File: src/rtl/elevator_pkg.sv
`default_nettype none
// ============================================================================
//  Module      : elevator_pkg
//  Description : Shared state encodings, direction constants and request
//                reduction helpers for the elevator scheduler.
//  Revision    : 1.0 - initial release
// ============================================================================
package elevator_pkg;

    typedef enum logic [1:0] {
        IDLE = 2'd0,
        MOVE = 2'd1,
        DOOR = 2'd2
    } state_t;

    localparam logic DIR_UP   = 1'b1;
    localparam logic DIR_DOWN = 1'b0;

    // Widest request vector the reduction helpers accept; callers zero-extend.
    localparam int c_MAX_FLOORS = 32;

    // Any request strictly above floor f.
    function automatic logic any_above(input logic [c_MAX_FLOORS-1:0] vec, input int f);
        logic r;
        r = 1'b0;
        for (int i = 0; i < c_MAX_FLOORS; i++) begin
            if (i > f) r = r | vec[i];
        end
        return r;
    endfunction

    // Any request strictly below floor f.
    function automatic logic any_below(input logic [c_MAX_FLOORS-1:0] vec, input int f);
        logic r;
        r = 1'b0;
        for (int i = 0; i < c_MAX_FLOORS; i++) begin
            if (i < f) r = r | vec[i];
        end
        return r;
    endfunction

endpackage
`default_nettype wire

File: src/rtl/floor_request_reg.sv
`default_nettype none
// ============================================================================
//  Module      : floor_request_reg
//  Description : Latched floor-call register with per-floor clear and the
//                above/below request summary relative to the current floor.
//  Revision    : 1.0 - initial release
// ============================================================================
module floor_request_reg
    import elevator_pkg::*;
#(
    parameter  int NUM_FLOORS = 4,
    localparam int FW         = $clog2(NUM_FLOORS)
) (
    input  logic                  clk,
    input  logic                  rst_n,
    input  logic [NUM_FLOORS-1:0] i_call_req,
    input  logic                  i_clr_en,
    input  logic [FW-1:0]         i_clr_floor,
    input  logic [FW-1:0]         i_floor,
    output logic [NUM_FLOORS-1:0] o_pending,
    output logic                  o_above,
    output logic                  o_below
);

    logic [NUM_FLOORS-1:0] r_pending;
    logic [NUM_FLOORS-1:0] w_clr;

    // One-hot clear mask for the floor currently being served.
    always_comb begin
        w_clr = '0;
        if (i_clr_en) w_clr[i_clr_floor] = 1'b1;
    end

    // Latch new calls; clear wins so a served floor never re-latches.
    always_ff @(posedge clk or negedge rst_n) begin
        if (!rst_n) r_pending <= '0;
        else        r_pending <= (r_pending | i_call_req) & ~w_clr;
    end

    assign o_pending = r_pending;
    assign o_above   = any_above(c_MAX_FLOORS'(r_pending), int'(i_floor));
    assign o_below   = any_below(c_MAX_FLOORS'(r_pending), int'(i_floor));

endmodule
`default_nettype wire

File: src/rtl/elevator_scheduler.sv
`default_nettype none
// ============================================================================
//  Module      : elevator_scheduler
//  Description : Collective (SCAN) floor scheduler driving a stepper motor's
//                direction/stop inputs, tracking floor by step count and
//                holding a timed door dwell at each served floor.
//  Revision    : 1.0 - initial release
// ============================================================================
module elevator_scheduler
    import elevator_pkg::*;
#(
    parameter  int NUM_FLOORS      = 4,
    parameter  int STEPS_PER_FLOOR = 200,
    parameter  int DOOR_CYCLES     = 100_000_000,
    localparam int FW              = $clog2(NUM_FLOORS)
) (
    input  logic                  CLOCK_50,
    input  logic                  Clear_b,
    input  logic [NUM_FLOORS-1:0] call_req,
    input  logic                  step_tick,
    output logic                  motor_dir,
    output logic                  motor_stop,
    output logic [FW-1:0]         floor,
    output logic [NUM_FLOORS-1:0] pending,
    output logic                  door_open,
    output logic [1:0]            state
);

    localparam int SW = (STEPS_PER_FLOOR > 1) ? $clog2(STEPS_PER_FLOOR) : 1;
    localparam int DW = (DOOR_CYCLES > 1)     ? $clog2(DOOR_CYCLES)     : 1;

    localparam logic [SW-1:0] c_STEP_LAST  = SW'(STEPS_PER_FLOOR - 1);
    localparam logic [DW-1:0] c_DWELL_LAST = DW'(DOOR_CYCLES - 1);
    localparam logic [FW-1:0] c_TOP_FLOOR  = FW'(NUM_FLOORS - 1);

    state_t                r_state, w_state_nxt;
    logic                  r_dir, w_dir_nxt;
    logic [FW-1:0]         r_floor, w_floor_nxt;
    logic [SW-1:0]         r_step, w_step_nxt;
    logic [DW-1:0]         r_dwell, w_dwell_nxt;
    logic                  r_stop, r_door;
    logic                  w_clr_en;
    logic [FW-1:0]         w_clr_floor;
    logic [FW-1:0]         w_floor_step;
    logic [NUM_FLOORS-1:0] w_req_all;
    logic                  w_beyond;
    logic                  w_above, w_below;

    floor_request_reg #(
        .NUM_FLOORS (NUM_FLOORS)
    ) u_req (
        .clk         (CLOCK_50),
        .rst_n       (Clear_b),
        .i_call_req  (call_req),
        .i_clr_en    (w_clr_en),
        .i_clr_floor (w_clr_floor),
        .i_floor     (r_floor),
        .o_pending   (pending),
        .o_above     (w_above),
        .o_below     (w_below)
    );

    // Arrival checks include this cycle's calls so a same-cycle call stops the car.
    assign w_req_all = pending | call_req;

    // Neighbouring floor in the travel direction, saturated at the shaft ends.
    assign w_floor_step = (r_dir == DIR_UP)
                        ? ((r_floor == c_TOP_FLOOR) ? r_floor : r_floor + FW'(1))
                        : ((r_floor == '0)          ? r_floor : r_floor - FW'(1));

    assign w_beyond = (r_dir == DIR_UP)
                    ? any_above(c_MAX_FLOORS'(w_req_all), int'(w_floor_step))
                    : any_below(c_MAX_FLOORS'(w_req_all), int'(w_floor_step));

    // Next-state, direction, position and counter decisions.
    always_comb begin
        w_state_nxt = r_state;
        w_dir_nxt   = r_dir;
        w_floor_nxt = r_floor;
        w_step_nxt  = r_step;
        w_dwell_nxt = r_dwell;
        w_clr_en    = 1'b0;
        w_clr_floor = r_floor;
        case (r_state)
            IDLE: begin
                if (pending[r_floor]) begin
                    w_state_nxt = DOOR;
                    w_clr_en    = 1'b1;
                end else if ((r_dir == DIR_UP) ? w_above : w_below) begin
                    w_state_nxt = MOVE;
                end else if ((r_dir == DIR_UP) ? w_below : w_above) begin
                    w_state_nxt = MOVE;
                    w_dir_nxt   = ~r_dir;
                end
            end
            MOVE: begin
                if (step_tick) begin
                    if (r_step == c_STEP_LAST) begin
                        w_step_nxt  = '0;
                        w_floor_nxt = w_floor_step;
                        if (w_req_all[w_floor_step]) begin
                            w_state_nxt = DOOR;
                            w_clr_en    = 1'b1;
                            w_clr_floor = w_floor_step;
                        end else if (!w_beyond) begin
                            w_state_nxt = IDLE;
                        end
                    end else begin
                        w_step_nxt = r_step + SW'(1);
                    end
                end
            end
            DOOR: begin
                w_clr_en = 1'b1;
                if (call_req[r_floor]) begin
                    w_dwell_nxt = '0;
                end else if (r_dwell == c_DWELL_LAST) begin
                    w_dwell_nxt = '0;
                    w_state_nxt = IDLE;
                end else begin
                    w_dwell_nxt = r_dwell + DW'(1);
                end
            end
            default: begin
                w_state_nxt = IDLE;
                w_step_nxt  = '0;
                w_dwell_nxt = '0;
            end
        endcase
    end

    // State, position and registered motor/door outputs.
    always_ff @(posedge CLOCK_50 or negedge Clear_b) begin
        if (!Clear_b) begin
            r_state <= IDLE;
            r_dir   <= DIR_UP;
            r_floor <= '0;
            r_step  <= '0;
            r_dwell <= '0;
            r_stop  <= 1'b1;
            r_door  <= 1'b0;
        end else begin
            r_state <= w_state_nxt;
            r_dir   <= w_dir_nxt;
            r_floor <= w_floor_nxt;
            r_step  <= w_step_nxt;
            r_dwell <= w_dwell_nxt;
            r_stop  <= (w_state_nxt != MOVE);
            r_door  <= (w_state_nxt == DOOR);
        end
    end

    assign motor_dir  = r_dir;
    assign motor_stop = r_stop;
    assign floor      = r_floor;
    assign door_open  = r_door;
    assign state      = r_state;

endmodule
`default_nettype wire

File: config.mk
export PLATFORM = sky130hd
export DESIGN_NAME = elevator_scheduler
export DESIGN_NICKNAME = d
export VERILOG_FILES = /design/src/rtl/elevator_pkg.sv /design/src/rtl/floor_request_reg.sv /design/src/rtl/elevator_scheduler.sv
export SDC_FILE = /design/constraint.sdc
export NUM_CORES = 1
export LEC_CHECK = 0
export CAP_MARGIN = 20
export CORE_ASPECT_RATIO = 0.8
export CORE_MARGIN = 2
export CORE_UTILIZATION = 42
export CTS_BUF_LIST = sky130_fd_sc_hd__clkbuf_8 sky130_fd_sc_hd__clkbuf_16
export DETAILED_ROUTE_END_ITERATION = 10
export SLEW_MARGIN = 15
export SYNTH_ARGS = -nofsm -noshare
export SYNTH_HDL_FRONTEND = slang
export SYNTH_SLANG_ARGS = --single-unit
File: constraint.sdc
create_clock -name CLOCK_50 -period 2.4 [get_ports CLOCK_50]
set_input_delay 0.36 -clock CLOCK_50 [delete_from_list [all_inputs] [get_ports CLOCK_50]]
set_output_delay 0.36 -clock CLOCK_50 [all_outputs]
set_load 0.01 [all_outputs]
== Yosys cells after proc, flatten, opt, wreduce, memory -nomap -nowiden ==
Cells that the tools add are included.

* Add/subtract/negate cells: 4
* Magnitude comparators: 16
* Equal/unequal tests: 8
* Mux-type cells: 52
* Bitwise logic cells: 15
* Reduce and logical (&&, ||, !) cells: 8

{| class="wikitable"
|+ Operator list
! operator !! count
|-
| $mux 27 || 2
|-
| $pmux 27 s2 || 1
|-
| $mux 2 || 16
|-
| $add 27x1->27 const B || 1
|-
| $eq 27x27->1 const B || 1
|-
| $mux 1 || 23
|-
| $mux 8 || 2
|-
| $pmux 8 s2 || 1
|-
| $lt 2x3->1 const B || 3
|-
| $add 8x1->8 const B || 1
|-
| $eq 8x8->1 const B || 1
|-
| $gt 2x2->1 const A || 4
|-
| $lt 1x2->1 const A || 4
|-
| $or 1x1->1 || 8
|-
| $bmux 1 s2 || 3
|-
| $eq 2x2->1 const B || 3
|-
| $pmux 2 s3 || 1
|-
| $and 4x4->4 || 1
|-
| $gt 1x2->1 const A || 2
|-
| $logic_not 2->1 || 2
|-
| $lt 2x2->1 const A || 2
|-
| $mux 4 || 1
|-
| $not 1->1 || 4
|-
| $not 4->4 || 1
|-
| 14 further kinds || 15
|}

* Register bits after elaboration: 46
* Input bits: 7
* Output and inout port bits: 11

== Longest topological paths before layout ==
* Word-level depth: 16
* Gate-level depth with buffers: 7
* Depth with buffers taken out: 6

== Cells and area by module ==
From an unflattened synthesis, not the netlist that was laid out.

* Cells, all modules: 289
* Area, all modules: 2665.1 um^2

{| class="wikitable"
|+ By module, submodules not included
! module !! times used !! cells each !! area an instance (um^2)
|-
| elevator_scheduler || 1 || 270 || 2476.1
|-
| floor_request_reg || 1 || 19 || 188.9
|}

== Worst setup path after synthesis ==
OpenSTA, ideal clock, no wires.

* Path kind: flip-flop to flip-flop
* From: reg r_floor[0], in the netlist floor[0]
* To: reg r_dwell[19]
* Library setup time: 76 ps
* Arrival: 1921 ps
* Slack: 403 ps
* Cell stages (with the launch flop): 8
* Buffers on the path: 2
* Period minus slack after synthesis: 1997 ps
* Cells stage by stage: dfrtp_1 -> buf_6 -> mux4_2 -> nor3_4 -> o41ai_2 -> buf_6 -> or3_1 -> o21ai_1

* Word-level cells in the longest chain between the ends: 4

{| class="wikitable"
|+ RTL lines
! element !! line !! source
|-
| start, declared || elevator_scheduler.sv:38 || <nowiki>logic [FW-1:0] r_floor, w_floor_nxt;</nowiki>
|-
| start signal, assigned || elevator_scheduler.sv:145 || <nowiki>r_floor <= w_floor_nxt;</nowiki>
|-
| $bmux 1 s2 || elevator_scheduler.sv:115 || <nowiki>if (call_req[r_floor]) begin</nowiki>
|-
| $mux 1 (not written as such) || elevator_scheduler.sv:115 ||
|-
| $mux 27 || elevator_scheduler.sv:115 ||
|-
| $pmux 27 s2 || elevator_scheduler.sv:84 || <nowiki>case (r_state)</nowiki>
|-
| end signal, assigned || elevator_scheduler.sv:147 || <nowiki>r_dwell <= w_dwell_nxt;</nowiki>
|-
| end, declared || elevator_scheduler.sv:40 || <nowiki>logic [DW-1:0] r_dwell, w_dwell_nxt;</nowiki>
|}

Every way passes these cells. The select of a mux whose other input is x is not followed.
A chain may end at the register's enable or synchronous reset.

== Worst setup path after layout ==
* From: reg r_dwell[1]
* To: reg r_dwell[3]

* Word-level cells in the longest chain between the ends: 4
* Elaborated cells between the ends (all ways): 5

{| class="wikitable"
|+ RTL lines
! element !! line !! source
|-
| $add 27x1->27 / $eq 27x27->1 (equally long branches) || elevator_scheduler.sv:121, elevator_scheduler.sv:117 ||
|-
| $mux 27 * || elevator_scheduler.sv:117 || <nowiki>end else if (r_dwell == c_DWELL_LAST) begin</nowiki>
|-
| $mux 27 * || elevator_scheduler.sv:115 ||
|-
| $pmux 27 s2 * || elevator_scheduler.sv:84 ||
|}

Every way passes the cells marked *; elsewhere a longest branch is shown, timed or not.

==> impl_metrics.csv <==
group,metric,value,unit
cells_and_area,fin_nets,349,
placement,place_ws,-0.0144,ns
synthesis,synth_cell_type_count,50,
placement,port_buffers,17,
run,cap_violations,0,
cells_and_area,layout_common_cells,"dfrtp_1 (44), nor2_1 (35), buf_4 (28)",
die,die_y,75.1,um
cells_and_area,multi_input_area,1390,um^2
power,power_switching,0.000805,W
synthesis,netlist_instances,299,
drt,routedWlPerCell,14.6,um
sta,fin_worst_skew,0.00519,ns
run_status,status,"finished clean",
synthesis,netlist_area,2660,um^2
die,start_util,44.2,%
synthesis,synth_edf_count,0,
cts,clockBufferDepth,2,
drt,postRouteWirelength,6.14,mm
setup_path,required,2.59,ns
synthesis,synthFlopType,"dfrtp_1",
power,p_leak,1.33,nW
setup_path,startpoint_type,"flip-flop",
sta,finalMaxSlewViolations,0,
global_route,antenna_found_initial,0,
setup_path,arrival,2.39,ns
power,intPower,0.00142,W
cts,clk_pin_slew_worst_paths,0.09,ns
synthesis,synth-seq-cells,46,
drt,vias,2336,
drt,first_pass_iters,4,
hold_path,hp-class,"in -> async",
global_route,grt_pass1_vias,2055,
drt,drc,0,
synthesis,async_flop_share,100,%
power,pwr-share-comb,34.4,%
global_route,grt_overflow,0,
synthesis,yosys_warnings,0,
cells_and_area,fillers,583,
drt,drtIter0Drc,167,
setup_path,critPathCaptureType,"flip-flop",
cells_and_area,area_growth,19.6,%
cells_and_area,drive_gt1_share,12.9,%
die,fp-row-count,25,
power,seqPwrFrac,44.5,%
cells_and_area,antenna_cells,0,
global_route,grt_first_pass_wirelength,10.3,mm
placement,dp.cells,413,
cells_and_area,layout_commonest_cell,"dfrtp_1",
die,ioPinCount,18,
cts,root_buffer,"clkbuf_8",
cts,clk_latency,0.30,ns
sta,max_freq,453,MHz
power,swShare,36.2,%
die,core,6010,um^2
global_route,grt_start_max_net_pins,24,
sta,max_slew_margin,44.8,%
cts,tritoncts,"done",
placement,place_congestion,0.838,
cts,post-cts-setup-buffer-count,0,
sta,finalCritPeriodShare,91.9,%
cells_and_area,finalNonFillerCells,422,
sta,worst_slack,0.193,ns
setup_path,crit_type,"reg -> reg",
global_route,grt_usage,18.8,%
synthesis,ys_seq_area_share,43.4,%
sta,finalHoldViolCount,0,
cts,cts.sinks,46,
sta,setup_viol,0,
cells_and_area,regArea,1150,um^2
die,die-area,6980,um^2
cts,htreeDepth,2,
setup_path,rr_worst_depth,6,
placement,hpwl,4.61,mm
sta,rsz0062_at_grt,"false",
power,p_clk_share,21.1,%
setup_path,cp_max_fo,12,
drt,vias_per_cell,5.54,
sta,worst-slew-pin-transition,0.820,ns
sta,min_period,2.21,ns
die,die_w,92.9,um
power,ir_drop,0.299,mV
power,p_per_area,700,nW/um^2
cts,numCtsBuffers,5,
drt,ant_nets,0,
synthesis,syn_area_per_cell,8.88,um^2
synthesis,synth_nets,308,
==> per-layer routing <==
layer | part of all wire, % | routed length [um] | up-vias | track usage [%]
met5 | 0 | 0 | - | 0
met4 | 0.60 | 37 | 0 | 4.41
met3 | 4.7 | 288 | 2 | 3.70
met2 | 43 | 2650 | 43 | 27.6
met1 | 52 | 3170 | 1115 | 28.7
li1 | - | - | 1176 | -
==> power by group through the flow <==
stage / registers, W / clock network, W / logic, W
6_report: 0.000990 / 0.000470 / 0.000764
5_1_grt: 0.00100 / 0.000529 / 0.000842
4_1_cts: 0.000988 / 0.000494 / 0.000771
3_5_place_dp: 0.00100 / 0 / 0.000762
3_3_place_gp: 0.00100 / 0 / 0.000751
2_1_floorplan: 0.000989 / 0 / 0.000465
==> cell type report <==
| cell class | count | area share [%] |
|---|---|---|
| Tap cell | 81 | 3.19 |
| Timing Repair Buffer | 46 | 12.1 |
| Sequential cell | 46 | 36.3 |
| Multi-Input combinational cell | 226 | 43.8 |
| Clock inverter | 3 | 0.669 |
| Clock buffer | 5 | 2.17 |
| Inverter | 15 | 1.77 |
==> flip-flops by register name, indices dropped and copies added, names as in the netlist <==
signal,flops
u_req.o_pending,4
door_open,1
r_step,8
r_dwell,27
floor,2
state,2
motor_dir,1
motor_stop,1
==> worst max-delay path, cell delays in order (launching register included) <==
cell,delay [ns]
dfrtp_1,0.40
ha_1,0.18
nand2_1,0.07
or3_1,0.37
o41ai_4,0.68
o21ai_0,0.19
a22o_1,0.21
==> cells by family (layout without fill, tap and decap cells) <==
family | count (synthesis) | in the layout | synth area share, %
compound gates | 77 | 77 | 17.5
xor+xnor | 15 | 15 | 4.95
fa+ha+maj | 2 | 2 | 0.942
buf+inv | 27 | 69 | 4.62
flops | 46 | 46 | 43.4
mux | 4 | 4 | 2.59
simple gates | 128 | 128 | 26.0
==> per-stage QoR <==
stage	instance area [um^2]	util (%)	TNS, ns	hold slack (ns)	total power (W)
3_3_place_gp	3070	51.1	0	0.232	0.00175
3_5_place_dp	3070	51.1	-0.0349	0.238	0.00176
5_1_grt	3180	52.9	0	0.456	0.00238
6_report	3180	52.9	0	0.448	0.00222
2_1_floorplan	2660	-	0	0.0644	0.00145
4_1_cts	3180	52.9	0	0.443	0.00225
==> cell usage after synthesis (all sizes together), types with 3 or more instances <==
master / n / area share, %
nand2: 16 / 2.3
and3: 9 / 2.1
nor3: 10 / 2.3
dfrtp: 44 / 41
nand3: 7 / 1.3
nor2b: 4 / 0.94
o21ai: 28 / 5.3
o21bai: 3 / 0.85
nor2: 36 / 5.2
buf: 5 / 1.5
nand2b: 3 / 0.71
and4: 3 / 0.99
nor4: 4 / 0.94
a21oi: 20 / 3.8
and2: 3 / 0.71
a31oi: 6 / 1.4
a21o: 3 / 0.85
nor3b: 5 / 1.4
inv: 15 / 2.1
xnor2: 4 / 1.3
nand4: 17 / 4.0
clkbuf: 7 / 0.99
or3: 6 / 1.4
o22ai: 4 / 0.94
xor2: 11 / 3.6
==> repair_timing <==
item	4_1_cts	5_1_grt
hold buffers	1	0
resized for setup	1	0
hold endpoints to repair	7	0
setup endpoints to repair	3	0
==> final timing paths <==
kind	slack (ns)	end	startpoint
worst max register to register	0.19	r_dwell[3]	r_dwell[1]
max in group asynchronous	1.39	r_dwell[5]	Clear_b
worst min register to register	0.54	r_step[1]	r_step[1]
worst max-delay path	0.19	r_dwell[3]	r_dwell[1]
worst min-delay path	0.45	r_step[6]	Clear_b
min in group CLOCK_50	0.54	r_step[1]	r_step[1]
No activity file was read; power rests on OpenSTA's default activity.
